## src/rtl/dmem_port_arbiter_if.sv

```systemverilog
// dmem_port_arbiter_if: requester, grant and memory bus between the two ports and the shared data memory
interface dmem_port_arbiter_if #(
    parameter int ADDR_W = 32,
    parameter int DATA_W = 32
);
    logic              cpu_req;
    logic              cpu_we;
    logic [ADDR_W-1:0] cpu_addr;
    logic [DATA_W-1:0] cpu_wdata;
    logic              cpu_gnt;
    logic              cpu_stall;
    logic              cpu_rvalid;
    logic [DATA_W-1:0] cpu_rdata;
    logic              dbg_req;
    logic              dbg_we;
    logic [ADDR_W-1:0] dbg_addr;
    logic [DATA_W-1:0] dbg_wdata;
    logic              dbg_gnt;
    logic              dbg_rvalid;
    logic [DATA_W-1:0] dbg_rdata;
    logic              mem_we;
    logic [ADDR_W-1:0] mem_addr;
    logic [DATA_W-1:0] mem_wdata;
    logic [DATA_W-1:0] mem_rdata;

    modport master (
        output cpu_req, cpu_we, cpu_addr, cpu_wdata,
        output dbg_req, dbg_we, dbg_addr, dbg_wdata,
        output mem_rdata,
        input  cpu_gnt, cpu_stall, cpu_rvalid, cpu_rdata,
        input  dbg_gnt, dbg_rvalid, dbg_rdata,
        input  mem_we, mem_addr, mem_wdata
    );

    modport slave (
        input  cpu_req, cpu_we, cpu_addr, cpu_wdata,
        input  dbg_req, dbg_we, dbg_addr, dbg_wdata,
        input  mem_rdata,
        output cpu_gnt, cpu_stall, cpu_rvalid, cpu_rdata,
        output dbg_gnt, dbg_rvalid, dbg_rdata,
        output mem_we, mem_addr, mem_wdata
    );
endinterface

```

## src/rtl/dmem_port_arbiter.sv

```systemverilog
// dmem_port_arbiter: CPU-priority data memory arbiter with a starvation guard for the debug port
module dmem_port_arbiter #(
    parameter int ADDR_W     = 32,
    parameter int DATA_W     = 32,
    parameter int MAX_STREAK = 4
) (
    input logic                clk,
    input logic                reset,
    dmem_port_arbiter_if.slave bus
);
    localparam logic [3:0] MAX = 4'(MAX_STREAK);

    logic [3:0] starve_cnt;
    logic       rd_cpu;
    logic       rd_dbg;
    logic       dbg_turn;

    // same-cycle grant, memory mux and read-data steering
    always_comb begin
        dbg_turn       = starve_cnt == MAX;
        bus.cpu_gnt    = ~reset & bus.cpu_req & (~bus.dbg_req | ~dbg_turn);
        bus.dbg_gnt    = ~reset & bus.dbg_req & (~bus.cpu_req | dbg_turn);
        bus.cpu_stall  = bus.cpu_req & ~bus.cpu_gnt;
        bus.mem_we     = (bus.cpu_gnt & bus.cpu_we) | (bus.dbg_gnt & bus.dbg_we);
        bus.mem_addr   = bus.cpu_gnt ? bus.cpu_addr  : bus.dbg_gnt ? bus.dbg_addr  : '0;
        bus.mem_wdata  = bus.cpu_gnt ? bus.cpu_wdata : bus.dbg_gnt ? bus.dbg_wdata : '0;
        bus.cpu_rvalid = rd_cpu;
        bus.dbg_rvalid = rd_dbg;
        bus.cpu_rdata  = rd_cpu ? bus.mem_rdata : '0;
        bus.dbg_rdata  = rd_dbg ? bus.mem_rdata : '0;
    end

    // track who owns next cycle's read data and how long debug has been locked out
    always_ff @(posedge clk or posedge reset) begin
        if (reset) begin
            starve_cnt <= '0;
            rd_cpu     <= 1'b0;
            rd_dbg     <= 1'b0;
        end else begin
            rd_cpu     <= bus.cpu_gnt & ~bus.cpu_we;
            rd_dbg     <= bus.dbg_gnt & ~bus.dbg_we;
            starve_cnt <= (~bus.dbg_req | bus.dbg_gnt) ? 4'd0 :
                          (bus.cpu_gnt & ~dbg_turn) ? starve_cnt + 4'd1 : starve_cnt;
        end
    end
endmodule

```

## src/flat_wrapper.sv

```systemverilog
// flat-port wrapper written by rule: the top's interface ports become plain ports
module dmem_port_arbiter_flat 
#(
    parameter int ADDR_W     = 32,
    parameter int DATA_W     = 32,
    parameter int MAX_STREAK = 4
)
  (clk, reset, bus_cpu_req, bus_cpu_we, bus_cpu_addr, bus_cpu_wdata, bus_dbg_req, bus_dbg_we, bus_dbg_addr, bus_dbg_wdata, bus_mem_rdata, bus_cpu_gnt, bus_cpu_stall, bus_cpu_rvalid, bus_cpu_rdata, bus_dbg_gnt, bus_dbg_rvalid, bus_dbg_rdata, bus_mem_we, bus_mem_addr, bus_mem_wdata);
  dmem_port_arbiter_if #(.ADDR_W(ADDR_W), .DATA_W(DATA_W)) bus_i ();
  input logic clk;
  input logic reset;
  input wire logic [$bits(bus_i.cpu_req)-1:0] bus_cpu_req;
  input wire logic [$bits(bus_i.cpu_we)-1:0] bus_cpu_we;
  input wire logic [$bits(bus_i.cpu_addr)-1:0] bus_cpu_addr;
  input wire logic [$bits(bus_i.cpu_wdata)-1:0] bus_cpu_wdata;
  input wire logic [$bits(bus_i.dbg_req)-1:0] bus_dbg_req;
  input wire logic [$bits(bus_i.dbg_we)-1:0] bus_dbg_we;
  input wire logic [$bits(bus_i.dbg_addr)-1:0] bus_dbg_addr;
  input wire logic [$bits(bus_i.dbg_wdata)-1:0] bus_dbg_wdata;
  input wire logic [$bits(bus_i.mem_rdata)-1:0] bus_mem_rdata;
  output wire logic [$bits(bus_i.cpu_gnt)-1:0] bus_cpu_gnt;
  output wire logic [$bits(bus_i.cpu_stall)-1:0] bus_cpu_stall;
  output wire logic [$bits(bus_i.cpu_rvalid)-1:0] bus_cpu_rvalid;
  output wire logic [$bits(bus_i.cpu_rdata)-1:0] bus_cpu_rdata;
  output wire logic [$bits(bus_i.dbg_gnt)-1:0] bus_dbg_gnt;
  output wire logic [$bits(bus_i.dbg_rvalid)-1:0] bus_dbg_rvalid;
  output wire logic [$bits(bus_i.dbg_rdata)-1:0] bus_dbg_rdata;
  output wire logic [$bits(bus_i.mem_we)-1:0] bus_mem_we;
  output wire logic [$bits(bus_i.mem_addr)-1:0] bus_mem_addr;
  output wire logic [$bits(bus_i.mem_wdata)-1:0] bus_mem_wdata;
  assign bus_i.cpu_req = bus_cpu_req;
  assign bus_i.cpu_we = bus_cpu_we;
  assign bus_i.cpu_addr = bus_cpu_addr;
  assign bus_i.cpu_wdata = bus_cpu_wdata;
  assign bus_i.dbg_req = bus_dbg_req;
  assign bus_i.dbg_we = bus_dbg_we;
  assign bus_i.dbg_addr = bus_dbg_addr;
  assign bus_i.dbg_wdata = bus_dbg_wdata;
  assign bus_i.mem_rdata = bus_mem_rdata;
  assign bus_cpu_gnt = bus_i.cpu_gnt;
  assign bus_cpu_stall = bus_i.cpu_stall;
  assign bus_cpu_rvalid = bus_i.cpu_rvalid;
  assign bus_cpu_rdata = bus_i.cpu_rdata;
  assign bus_dbg_gnt = bus_i.dbg_gnt;
  assign bus_dbg_rvalid = bus_i.dbg_rvalid;
  assign bus_dbg_rdata = bus_i.dbg_rdata;
  assign bus_mem_we = bus_i.mem_we;
  assign bus_mem_addr = bus_i.mem_addr;
  assign bus_mem_wdata = bus_i.mem_wdata;
  dmem_port_arbiter #(.ADDR_W(ADDR_W), .DATA_W(DATA_W), .MAX_STREAK(MAX_STREAK)) u_core (.clk(clk), .reset(reset), .bus(bus_i));
endmodule
```

## config.mk

```make
export PLATFORM = sky130hd
export DESIGN_NAME = dmem_port_arbiter_flat
export DESIGN_NICKNAME = d
export VERILOG_FILES = /design/src/rtl/dmem_port_arbiter_if.sv /design/src/rtl/dmem_port_arbiter.sv /design/src/flat_wrapper.sv
export SDC_FILE = /design/constraint.sdc
export NUM_CORES = 1
export LEC_CHECK = 0
export ABC_AREA = 1
export CORE_AREA = 4 4 114 116
export CTS_BUF_LIST = sky130_fd_sc_hd__clkbuf_16
export DETAILED_ROUTE_END_ITERATION = 8
export DIE_AREA = 0 0 118 120
export PLACE_DENSITY = 0.6
export RECOVER_POWER = 50
export SYNTH_ARGS = -nofsm -noshare
export SYNTH_HDL_FRONTEND = slang
export SYNTH_SLANG_ARGS = --single-unit
```

## constraint.sdc

```tcl
create_clock -name clk -period 4.6 [get_ports clk]
set_input_delay 1.15 -clock clk [delete_from_list [all_inputs] [get_ports clk]]
set_output_delay 1.15 -clock clk [all_outputs]
set_load 0.03 [all_outputs]
```

**Yosys cells after proc, flatten, opt, wreduce, memory -nomap -nowiden**

Cells that the tools add are included.

- Equal/unequal tests: 1
- Mux-type cells: 8
- Reductions and logical operators: 1
- $add $sub $neg: 1
- Bitwise logic cells: 21

Operator list:

| cell | number |
|---|---|
| $mux W32 | 6 |
| $and A1 B1 Y1 | 10 |
| $mux W4 | 2 |
| $not A1 Y1 | 7 |
| $add A4 B1 Y4 const B | 1 |
| $eq A4 B3 Y1 const B | 1 |
| $or A1 B1 Y1 | 4 |
| $reduce_bool A2 Y1 | 1 |

- Word-level logic and storage cells: 35
- Input port bits: 166
- Register bits: 6

**Logic depth before layout (Yosys ltp)**

- Depth after elaboration: 7
- Gate-level depth with buffers: 8
- Depth with buffers taken out: 6

**Worst setup path before layout**

No wires, ideal clock.

- Path kind: input-to-output
- Start point: input bus_cpu_req
- End point: output bus_mem_wdata[10]
- Required time: 3.450 ns
- Buffers on the path: 1
- Stages: 5
- Arrival time: 2.218 ns
- Slack: 1.232 ns
- Cells stage by stage: inv_1 nor2_1 nand2_1 clkbuf_1 o21ai_0

- Cells in the longest elaborated chain, start to end: 5
- Elaborated cells between the ends (all ways): 7
- Classes of those cells: mux: 2; bitwise: 5

Ends and longest elaborated chain:

| element | line | RTL |
|---|---|---|
| from (decl) | flat_wrapper.sv:12 | `input wire logic [$bits(bus_i.cpu_req)-1:0] bus_cpu_req;` |
| $not A1 Y1 | dmem_port_arbiter.sv:22 | `bus.dbg_gnt = ~reset & bus.dbg_req & (~bus.cpu_req \| dbg_turn);` |
| $or A1 B1 Y1 | dmem_port_arbiter.sv:22 |  |
| $and A1 B1 Y1 | dmem_port_arbiter.sv:22 |  |
| $mux W32 | dmem_port_arbiter.sv:26 | `bus.mem_wdata = bus.cpu_gnt ? bus.cpu_wdata : bus.dbg_gnt ? bus.dbg_wdata : '0;` |
| $mux W32 * | dmem_port_arbiter.sv:26 |  |
| to (decl) | flat_wrapper.sv:30 | `output wire logic [$bits(bus_i.mem_wdata)-1:0] bus_mem_wdata;` |

Every way passes the cells marked *; elsewhere a longest branch is shown, timed or not.

**Worst setup path after layout**

- Start point: input reset
- End point: output bus_cpu_gnt

- Cells in the longest elaborated chain, start to end: 3

Ends and longest elaborated chain:

| element | line | RTL |
|---|---|---|
| from (decl) | flat_wrapper.sv:11 | `input logic reset;` |
| $not A1 Y1 | dmem_port_arbiter.sv:21 | `bus.cpu_gnt = ~reset & bus.cpu_req & (~bus.dbg_req \| ~dbg_turn);` |
| $and A1 B1 Y1 (2 in series) | dmem_port_arbiter.sv:21 |  |
| to (decl) | flat_wrapper.sv:21 | `output wire logic [$bits(bus_i.cpu_gnt)-1:0] bus_cpu_gnt;` |

Every way passes these cells.

==> impl.org <==
** Outcome
- Outcome :: finished clean

** Synth
- Proportion of synthesized chip area in sequential cells :: 0.0710
- The share of synthesized area in the top cell type comes to 0.247.
- Most used flip-flop cell after synthesis :: dfrtp_1
- The largest total area in the synthesized netlist belongs to inv_1.
- After synthesis, the share of flip-flops with an asynchronous set or reset is 1.00.
- The number of nets handed over by synthesis was 561.
- Synthesized area divided by synthesized cell count :: 5.38 um^2
- In this run, synthesis inferred 0 flip-flops with an integrated enable.
- Gate Count Post-Synth :: 393
- Netlist area before placement :: 2110 um^2
- Synth area leaders :: inv_1 25%, o21ai_2 17%, nand3_1 13%
- Flip-flop and latch count after synthesis :: 6
- In this run, distinct cell masters in the synthesized netlist total 20.
- The Yosys step of the flow raised 0 warnings.

** Place
- Cell total after placement :: 816
- Half-perimeter wire length after placement :: 9.49 mm
- Routability-driven placement finished with a final weighted congestion of 0.827.
- IO buf count :: 299

** Job
- Max-cap violation count :: 0

** Pwr
- Switching portion of total power :: 0.388
- Power per unit of standard cell area :: 124 nW/um^2
- Internal power component :: 388 uW
- The share of total power dissipated in the clock network is 0.218.
- VDD sags by at most 0.0000687 V.
- The share of total power dissipated in combinational logic is 0.686.
- The analysis attributes to net switching a power of 246 uW.
- Of the total power, registers draw 0.096.
- Leakage power of the design :: 2.94 nW

** Die
- For this configuration, the core starts out at a cell density of 0.178.
- From left edge to right edge, the die measures 118 um.
- After floorplanning, the core was divided into 40 placement rows.
- Die area :: 14200 um^2
- Ports :: 300
- In this run the vertical extent of the chip is 120 um.
- The total area inside the core boundary comes to 11900 um^2.

** Clock tree
- The cell sitting at the root of the clock tree is a clkbuf_16.
- Buffers added to address setup during post-CTS repair amount to 0.
- Max Buffers Root-to-Sink :: 2
- The later pin in the worst-skew pair is clocked with a latency of 0.23 ns.
- After clock tree synthesis, the flow added hold-fix buffers numbering 0.
- CTS tree :: done
- In this run the number of H-tree levels came out at 1.
- After clock tree synthesis, the repair step resized 0 gates.
- After clock tree synthesis, the clock-pin slew on the worst setup and hold paths is 0.03 ns.
- Number of sinks driven by the clock tree :: 6
- Inserted Clock Buffers :: 3

** Setup path
- Along the worst path, the maximum fanout reaches 18.
- Data arrives at the worst endpoint at 2.99 ns.
- The worst setup path is of the in2out kind.
- Required time reported for the critical path endpoint :: 3.45 ns
- The worst setup path is captured at a primary output.
- The endpoint identified for the worst register-to-register timing path is u_core.bus.cpu_rvalid$_DFF_PP0_.
- Reg-to-Reg Start :: u_core.starve_cnt[0]$_DFFE_PP0P_
- The worst register-to-register path has a setup slack of 3.02 ns.
- The number of cells on the worst reg-to-reg path is 6.
- STA classifies the critical path startpoint as an input pin.

** Timing
- Static timing analysis puts the maximum clock frequency at 0.242 GHz.
- At the pin with the least slew margin, the transition time is 1.02 ns.
- Final hold slack :: 0.530 ns
- In the finished design, the share of the clock period the worst path needs comes to 0.900.
- RSZ-0062 raised after global routing :: false
- The final-report max-slew violation count came to 0.
- The number of hold-slack violations in the final timing report came to 0.
- Headroom to the max-slew limit came out at 0.318.
- For the final routed database, the setup TNS stands at 0 ns.
- The clock period could shrink to 4.14 ns.
- Clock skew on the completed layout was measured at 0.000833 ns.
- Setup violations, final :: 0

** Cells and area
- From synthesis to final layout, the design area changed by 143%.
- Share of final-layout standard cells stronger than drive strength 1 :: 0.186
- The library cells used most frequently in the layout, excluding fill and tap cells, are 171 x clkdlybuf4s50_1, 139 x inv_1, 73 x nand2_1.
- For this run, the number of standard cells in the final layout without fillers is 819.
- 0 antenna diodes ended up in the layout.
- Nets :: 842
- Leading cell type in the layout, fill and taps excluded :: clkdlybuf4s50_1

** GRT
- Number of antenna violations at the first check in global routing :: 0
- Global-route wire length before repair :: 16.8 mm
- GRT Total Usage :: 0.143
- Final global-route overflow total :: 0
- Via count of the first global-routing pass :: 3265
- Maximum number of pins on one net before global-route repair :: 67

** Detailed routing
- First-pass DRT Iterations :: 4
- In this run the remaining antenna-violating nets after routing total 0.
- Dividing the detail-routed wire length by the instance count gives 13.5 um.
- After detailed routing, the number of vias per cell comes to 4.11.
- DRC viols :: 0
- Drt initial violations :: 76
- Total Routed Length :: 11.1 mm
- The final route contains 3362 vias.

** Worst hold path
- Along the worst hold path, the cell count comes to 2.
- Worst hold-check path type :: reg2reg
- Hold path start :: u_core.starve_cnt[3]$_DFFE_PP0P_
- Hold worst-path end :: u_core.starve_cnt[3]$_DFFE_PP0P_
## Yosys cell counts (2+ instances only)
cell        n
inv_1     139
nand3_1    57
dfrtp_1     6
buf_8       3
nand3_2    11
buf_2       8
clkbuf_1    8
o21ai_0    29
nand4_1     2
buf_6       5
nand2_1    73
nor2_1      4
o21ai_2    40
ha_1        2
## stage by stage
stage	power [mW]	area (um^2)	setup slack, ns	util
global placement	0.503	5060	0.427	0.425
CTS	0.648	5140	0.410	0.432
global route	0.668	5130	0.317	0.431
detailed placement	0.506	5060	0.421	0.425
floorplan	0.256	2110	1.23	-
finish	0.634	5130	0.461	0.431
## how the worst max path moves through the flow
stage / startpoint / to / slack, ns / cells past startpoint
3_5_place_dp: bus_cpu_req / bus_cpu_gnt / 0.42 / 6
5_1_grt: bus_cpu_req / bus_cpu_gnt / 0.32 / 6
6_report: reset / bus_cpu_gnt / 0.46 / 5
2_1_floorplan: bus_cpu_req / bus_mem_wdata[10] / 1.23 / 5
3_3_place_gp: bus_cpu_req / bus_cpu_gnt / 0.43 / 6
4_1_cts: bus_cpu_req / bus_cpu_gnt / 0.41 / 6
## worst max-delay path, stage by stage
cell,delay (ns)
dlygate4sd3_1,0.59
nor2_1,0.20
nand2_4,0.22
inv_1,0.13
clkdlybuf4s50_1,0.70
## cell families after synthesis
group | share of synthesized area
compound gates | 0.234
xor+xnor | 0.00414
fa+ha+maj | 0.0118
buf+inv | 0.343
flops | 0.0710
simple gates | 0.336
## power by group through the flow
stage	combinational (mW)	clock [mW]	sequential (mW)
4_1_cts	0.446	0.141	0.0608
6_report	0.435	0.138	0.0606
2_1_floorplan	0.199	0	0.0576
3_3_place_gp	0.442	0	0.0611
3_5_place_dp	0.445	0	0.0614
5_1_grt	0.463	0.144	0.0614
## area by class of cell
type / instances / area [um^2]
flip-flops and latches: 6 / 150
clock buffers: 3 / 75.1
inverters: 139 / 522
fillers: 1239 / 6780
repair buffers: 303 / 2960
multi-input cells: 221 / 1240
well taps: 147 / 184
## routing by layer
metal | global-route usage | up-vias | part of all wire
met2 | 0.288 | 175 | 0.55
li1 | - | 1714 | -
met1 | 0.142 | 1462 | 0.35
met4 | 0.0212 | 0 | 0.011
met3 | 0.0523 | 11 | 0.090
met5 | 0 | - | 0
## flip-flops by register name (all words and copies together) (netlist names)
register / cells
u_core.starve_cnt: 4
u_core.bus.cpu_rvalid: 1
u_core.bus.dbg_rvalid: 1
Power figures use the tool's default switching activity.
